### src/rtl/mem_port_arbiter.sv
// Round-robin arbiter sharing one single-port memory between instruction fetch
// and load/store traffic, with a one-cycle rvalid pulse back to the winner.
`timescale 1ns/1ps

module mem_port_arbiter #(
    parameter int ADDR_W  = 32,
    parameter int DATA_W  = 32,
    parameter int MEM_LAT = 1
) (
    input  logic              clk,
    input  logic              rst_n,
    input  logic              i_req,
    input  logic [ADDR_W-1:0] i_addr,
    output logic              i_gnt,
    output logic              i_rvalid,
    output logic [DATA_W-1:0] i_rdata,
    input  logic              d_req,
    input  logic              d_we,
    input  logic [ADDR_W-1:0] d_addr,
    input  logic [DATA_W-1:0] d_wdata,
    output logic              d_gnt,
    output logic              d_rvalid,
    output logic [DATA_W-1:0] d_rdata,
    output logic              mem_en,
    output logic              mem_we,
    output logic [ADDR_W-1:0] mem_addr,
    output logic [DATA_W-1:0] mem_wdata,
    input  logic [DATA_W-1:0] mem_rdata,
    output logic              busy
);

    generate
        if (MEM_LAT < 1) begin : g_lat_check
            $error("mem_port_arbiter: MEM_LAT must be >= 1");
        end
    endgenerate

    localparam int              CNT_W    = $clog2(MEM_LAT + 1);
    localparam logic [CNT_W-1:0] CNT_LAST = CNT_W'(MEM_LAT - 1);

    typedef enum logic [1:0] {
        S_IDLE,
        S_ISSUE,
        S_WAIT,
        S_RESP
    } state_t;

    state_t             state;
    state_t             next_state;
    logic [CNT_W-1:0]   cnt;
    logic               last_win_d;
    logic               win_d;
    logic               we_q;
    logic [ADDR_W-1:0]  addr_q;
    logic [DATA_W-1:0]  wdata_q;
    logic [DATA_W-1:0]  i_rdata_q;
    logic [DATA_W-1:0]  d_rdata_q;

    assign mem_addr  = addr_q;
    assign mem_wdata = wdata_q;
    assign i_rdata   = i_rdata_q;
    assign d_rdata   = d_rdata_q;

    always_ff @(posedge clk or negedge rst_n) begin
        if (!rst_n) begin
            state <= S_IDLE;
        end else begin
            state <= next_state;
        end
    end

    // On a tie the side that did not win last time is granted.
    always_comb begin
        next_state = state;
        i_gnt      = 1'b0;
        d_gnt      = 1'b0;
        mem_en     = 1'b0;
        mem_we     = 1'b0;
        i_rvalid   = 1'b0;
        d_rvalid   = 1'b0;
        busy       = 1'b1;
        unique case (state)
            S_IDLE: begin
                busy = 1'b0;
                if (i_req && (!d_req || last_win_d)) begin
                    i_gnt = 1'b1;
                end else if (d_req) begin
                    d_gnt = 1'b1;
                end
                if (i_req || d_req) begin
                    next_state = S_ISSUE;
                end
            end
            S_ISSUE: begin
                mem_en     = 1'b1;
                mem_we     = we_q;
                next_state = S_WAIT;
            end
            S_WAIT: begin
                if (cnt == CNT_LAST) begin
                    next_state = S_RESP;
                end
            end
            S_RESP: begin
                i_rvalid   = !win_d;
                d_rvalid   = win_d;
                next_state = S_IDLE;
            end
            default: next_state = S_IDLE;
        endcase
    end

    // Store data is only latched for a data win; fetches force we low.
    always_ff @(posedge clk or negedge rst_n) begin
        if (!rst_n) begin
            last_win_d <= 1'b1;
            win_d      <= 1'b0;
            we_q       <= 1'b0;
            addr_q     <= '0;
            wdata_q    <= '0;
        end else if (i_gnt || d_gnt) begin
            last_win_d <= d_gnt;
            win_d      <= d_gnt;
            we_q       <= d_gnt && d_we;
            addr_q     <= d_gnt ? d_addr : i_addr;
            if (d_gnt) begin
                wdata_q <= d_wdata;
            end
        end
    end

    always_ff @(posedge clk or negedge rst_n) begin
        if (!rst_n) begin
            cnt       <= '0;
            i_rdata_q <= '0;
            d_rdata_q <= '0;
        end else begin
            if (state == S_ISSUE) begin
                cnt <= '0;
            end else if (state == S_WAIT) begin
                cnt <= cnt + CNT_W'(1);
            end
            // The last WAIT cycle is the one where mem_rdata is valid.
            if (state == S_WAIT && cnt == CNT_LAST) begin
                if (!win_d) begin
                    i_rdata_q <= mem_rdata;
                end else if (!we_q) begin
                    d_rdata_q <= mem_rdata;
                end
            end
        end
    end

endmodule

### config.mk
export PLATFORM = sky130hd
export DESIGN_NAME = mem_port_arbiter
export DESIGN_NICKNAME = d
export VERILOG_FILES = /design/src/rtl/mem_port_arbiter.sv
export SDC_FILE = /design/constraint.sdc
export NUM_CORES = 1
export LEC_CHECK = 0
export ABC_CLOCK_PERIOD_IN_PS = 1650
export CORE_MARGIN = 3
export CORE_UTILIZATION = 38
export CTS_CLUSTER_DIAMETER = 120
export DETAILED_ROUTE_END_ITERATION = 6
export HOLD_SLACK_MARGIN = 0.12
export PLACE_DENSITY = 0.75
export SYNTH_ARGS = -nofsm -noshare
export SYNTH_HDL_FRONTEND = slang
export SYNTH_SLANG_ARGS = --single-unit
### constraint.sdc
create_clock -name clk -period 1.65 [get_ports clk]
set_input_delay 0.165 -clock clk [delete_from_list [all_inputs] [get_ports clk]]
set_output_delay 0.165 -clock clk [all_outputs]
set_load 0.02 [all_outputs]
==> results.md <==
- The flow ran to the end, but the final reports show violations.
- The checks that failed: setup timing.
- The setup slack on the worst flop-to-flop path is -0.04 ns.
- In this run, distinct cell masters in the synthesized netlist total 27.
- The global-route wire length before repair is 25,200 um.
- The non-filler instance count after layout is 906.
- The maximum clock path buffer count is 2.
- The fraction of the yosys area taken by sequential cells is 57.5%.
- The endpoint of the lowest-slack register-to-register path is d_rdata[1]$_DFFE_PN0P_.
- The number of antenna violations at the first check in global routing is 0.
- The worst setup path is captured at a flop.
- The cell count after synthesis came out at roughly 420.
- The total leakage power is 4.03 nW.
- The power density over the cells is 2160 nW/um2.
- The maximum vdd ir drop is between 1000 and 1500 uV.
- The biggest cell delay along the critical path is approximately 0.4 ns.
- The final RePlAce weighted congestion is approximately 0.75.
- The number of cells in the design after placement is 866.
- Wires add up to 17,100 um.
- At the placement stage, the worst setup path has a slack of -0.215 ns.
- The count of cells along the worst register-to-register path is 6.
- The number of warnings printed during yosys synthesis is 0.
- Hold is met by 0.234 ns.
- The DRC violation count after routing is 0.
- The achievable clock frequency is 590 MHz.
- The source-to-sink clock delay at the later pin of the worst-skew pair is roughly 0.42 ns.
- The total via count after detailed routing is approximately 4,500.
- The routing usage on met2 is around 33%.
- The die is 130 um wide.
- The combined global-route utilization of all metal layers is 19.3%.
- The critical path required time is around 2.0 ns.
- The final max-slew violation count is 0.
- The die covers 16,900 um2.
- The number of global-route vias before repair is 4,717.
- Global routing finished with a remaining overflow of 0.
- The I/O pin total is 268.
- The area used by sequential logic in the layout is 3350 um2.
- The HPWL after detailed placement is 11,800 um.
- The routed wire length per instance is roughly 19 um.
- For the pin with the worst max-slew slack, the measured transition is roughly 0.41 ns.
- Dividing the detail-routed via count by the number of cells gives around 5.
- The most critical setup path has its endpoint at d_rdata[1]$_DFFE_PN0P_.
- Data on the critical path arrives at its endpoint at 2.00 ns.
- The count of final hold-check violations is 0.
- The critical path's slowest cell is sky130_fd_sc_hd__dfrtp_1.
- The clock tree from TritonCTS is built.
- The post-layout net count is 846.
- The floorplan core area is 14,800 um2.
- The multi-input logic area is roughly 2300 um2.
- Clock-pin slew was measured on the worst setup and hold paths at 0.07 ns.
- The total CTS buffers is 17.
- The number of nets handed over by synthesis was 559.
- The post-detailed-route count of antenna-violating nets is 0.
- The worst setup path is launched from a flop.
- Setup violations remaining at the end of the flow were counted as 51.
- The clock arrives with 0.00710 ns of skew.
- The layout has 1,089 filler cells.
- Of the available clock period, the critical path in the final layout requires 103%.
- Setup repair after global routing could not meet its margin everywhere.
- The most critical setup path has its startpoint at state[0]$_DFFE_PN0P_.
- The H-tree generated during clock tree synthesis spans 4 levels.
- The signal on the critical path passes through inv_2 -> buf_6 -> ha_4 -> and4bb_4 -> buf_8 -> mux2_4.
- After floorplanning, the core was divided into 44 placement rows.
- The flip-flop and latch count after synthesis is 134.
- The number of search-and-repair iterations in the first detailed-routing pass is 4.
- The initial core utilization is 39.6%.
- Setup slack on the critical path of the routed design comes to -0.0443 ns.
- Of the cells placed in the final design, the portion with a size suffix greater than 1 is 25.6%.
- Entering global routing, the biggest net connects 55 pins.
- A synthesized cell averages 13.8 um2.
- The synthesized netlist occupies a cell area of around 5800 um2.
- Input and output buffers added on the ports amount to roughly 270.
- After layout, the minimum clock period comes to 1.69 ns.
- met2 is the most crowded layer.
- The startpoint-to-endpoint class of the critical path is flop to flop.
- The die is 130 um tall.
- In this run, the number of DRC markers left after iteration 0 of detailed routing was around 130.
- Measured against its own limit, the worst slew margin works out to 72.8%.
- In this run the critical register-to-register path is launched from state[0]$_DFFE_PN0P_.
- The tree is rooted in a sky130_fd_sc_hd__clkbuf_16.
- Global routing used 7.37% of the available met3 tracks.
- The area added between synthesis and finish is 64.9%.
- Counting every sink on the clock net gives about 130.
- The number of maximum-capacitance constraint violations is 0.
- The largest fanout of any net on the critical path is 6.
- For this run, global-route usage on met1 was measured as around 23%.
- The number of antenna diodes in the final layout is 0.
- The min-delay analysis places its worst path in the category input port to asynchronous set/reset pin.
[Yosys cell counts]
| cell | count | area share, % |
|---|---|---|
| sky130_fd_sc_hd__buf_4 | 4 | 0.51 |
| sky130_fd_sc_hd__nand2_1 | 3 | 0.19 |
| sky130_fd_sc_hd__buf_2 | 6 | 0.51 |
| sky130_fd_sc_hd__a31oi_1 | 32 | 3.4 |
| sky130_fd_sc_hd__dfstp_2 | 1 | 0.45 |
| sky130_fd_sc_hd__nand3_1 | 32 | 2.7 |
| sky130_fd_sc_hd__mux2_4 | 58 | 15 |
| sky130_fd_sc_hd__o21ai_0 | 33 | 2.8 |
| sky130_fd_sc_hd__buf_12 | 6 | 2.1 |
| sky130_fd_sc_hd__a22oi_1 | 1 | 0.13 |
| sky130_fd_sc_hd__inv_1 | 5 | 0.32 |
| sky130_fd_sc_hd__and2_1 | 4 | 0.43 |
| sky130_fd_sc_hd__buf_6 | 8 | 1.5 |
| sky130_fd_sc_hd__nor2_8 | 1 | 0.34 |
| sky130_fd_sc_hd__mux2_2 | 40 | 7.7 |
| sky130_fd_sc_hd__clkbuf_1 | 7 | 0.45 |
| sky130_fd_sc_hd__dfrtp_1 | 133 | 57 |
| sky130_fd_sc_hd__nor2_1 | 36 | 2.3 |
| sky130_fd_sc_hd__o2bb2ai_1 | 1 | 0.15 |
| sky130_fd_sc_hd__ha_1 | 4 | 0.86 |
| sky130_fd_sc_hd__a21oi_1 | 1 | 0.086 |
| sky130_fd_sc_hd__and4bb_1 | 1 | 0.21 |
| sky130_fd_sc_hd__nand2_4 | 1 | 0.19 |
| sky130_fd_sc_hd__o21a_1 | 1 | 0.13 |
| sky130_fd_sc_hd__o22a_1 | 1 | 0.15 |
| sky130_fd_sc_hd__nor2b_1 | 1 | 0.11 |
| sky130_fd_sc_hd__nor3b_2 | 1 | 0.21 |
[metal layers]
metal | vias up | part of all wire (%)
met3 | 14 | 8.3
li1 | 2072 | -
met1 | 2234 | 39
met4 | 2 | 1.4
met2 | 214 | 51
met5 | - | 0.035
[area by class of cell]
class / instances / share of cell area (%)
repair buffers: 299 / 32.3
inverters: 5 / 0.195
clock buffers: 17 / 4.42
well taps: 184 / 2.39
flip-flops and latches: 134 / 34.8
clock inverters: 15 / 1.94
multi-input cells: 252 / 23.9
[placed cells by master, fill, tap and decap left out, types with 9 or more instances in the layout]
master	count
sky130_fd_sc_hd__o21ai_0	33
sky130_fd_sc_hd__clkdlybuf4s50_1	258
sky130_fd_sc_hd__nand3_1	32
sky130_fd_sc_hd__mux2_4	76
sky130_fd_sc_hd__buf_12	11
sky130_fd_sc_hd__mux2_2	22
sky130_fd_sc_hd__clkbuf_16	19
sky130_fd_sc_hd__buf_6	9
sky130_fd_sc_hd__buf_4	14
sky130_fd_sc_hd__dfrtp_1	133
sky130_fd_sc_hd__a31oi_1	32
sky130_fd_sc_hd__nor2_1	36
[worst max-delay path, delay by kind of cell (launching register included)]
| family | cells | cell delay, ns |
|---|---|---|
| buffers and inverters | 3 | 0.36 |
| multiplexers | 1 | 0.31 |
| AND/OR/NAND/NOR | 1 | 0.37 |
| flip-flops | 1 | 0.40 |
| adder cells (fa/ha/maj) | 1 | 0.13 |
[worst min-delay path by stage]
stage	slack [ns]	depth (start not counted)	end	from
after global routing	0.26	2	d_rdata[20]$_DFFE_PN0P_	rst_n
after floorplan	-0.13	0	cnt$_DFFE_PN0P_	rst_n
after CTS	0.24	2	i_rdata[26]$_DFFE_PN0P_	rst_n
final	0.23	2	d_rdata[15]$_DFFE_PN0P_	rst_n
after global placement	0.11	1	i_rdata[15]$_DFFE_PN0P_	rst_n
after detailed placement	0.12	1	d_rdata[15]$_DFFE_PN0P_	rst_n
[metrics by stage]
stage          util (%)  setup TNS [ns]  instance area, um2  total power [W]
6_report           65.3           -1.29                9630           0.0208
5_1_grt            65.3           -4.49                9630           0.0218
4_1_cts            64.3           -1.08                9480           0.0206
3_5_place_dp       59.2           -4.72                8730           0.0164
3_3_place_gp       59.2           -1.92                8730           0.0161
2_1_floorplan         -        -0.00661                5840           0.0117
[sequential cells by signal, summed over array words and instances (netlist names)]
register	flops
mem_addr	32
win_d	1
last_win_d	1
we_q	1
i_rdata	32
mem_wdata	32
d_rdata	32
state	2
cnt	1
[kinds of logic after synthesis]
group,synth area share (%)
multiplexers,22.6
AO/OA/AOI/OAI,6.90
flip-flops,57.5
AND/OR/NAND/NOR,6.75
adder cells (fa/ha/maj),0.857
buffers and inverters,5.40
[where the power goes]
group          switching (W)  leakage (nW)  total [W]  internal [W]
combinational        0.00491          2.17     0.0109       0.00595
clock                0.00162         0.294    0.00391       0.00230
sequential           0.00104          1.57    0.00604       0.00500
total                0.00756          4.03     0.0208        0.0132
[what timing repair did]
item                                   4_1_cts  5_1_grt
pin swaps                                    2        2
hold buffers                                 1        0
setup endpoints to repair                  106       78
gates cloned                                 2        3
gates resized for setup                     51       36
buffers inserted                             2        2
endpoints found under the hold margin      134        0
No activity file was read; power rests on OpenSTA's default activity.
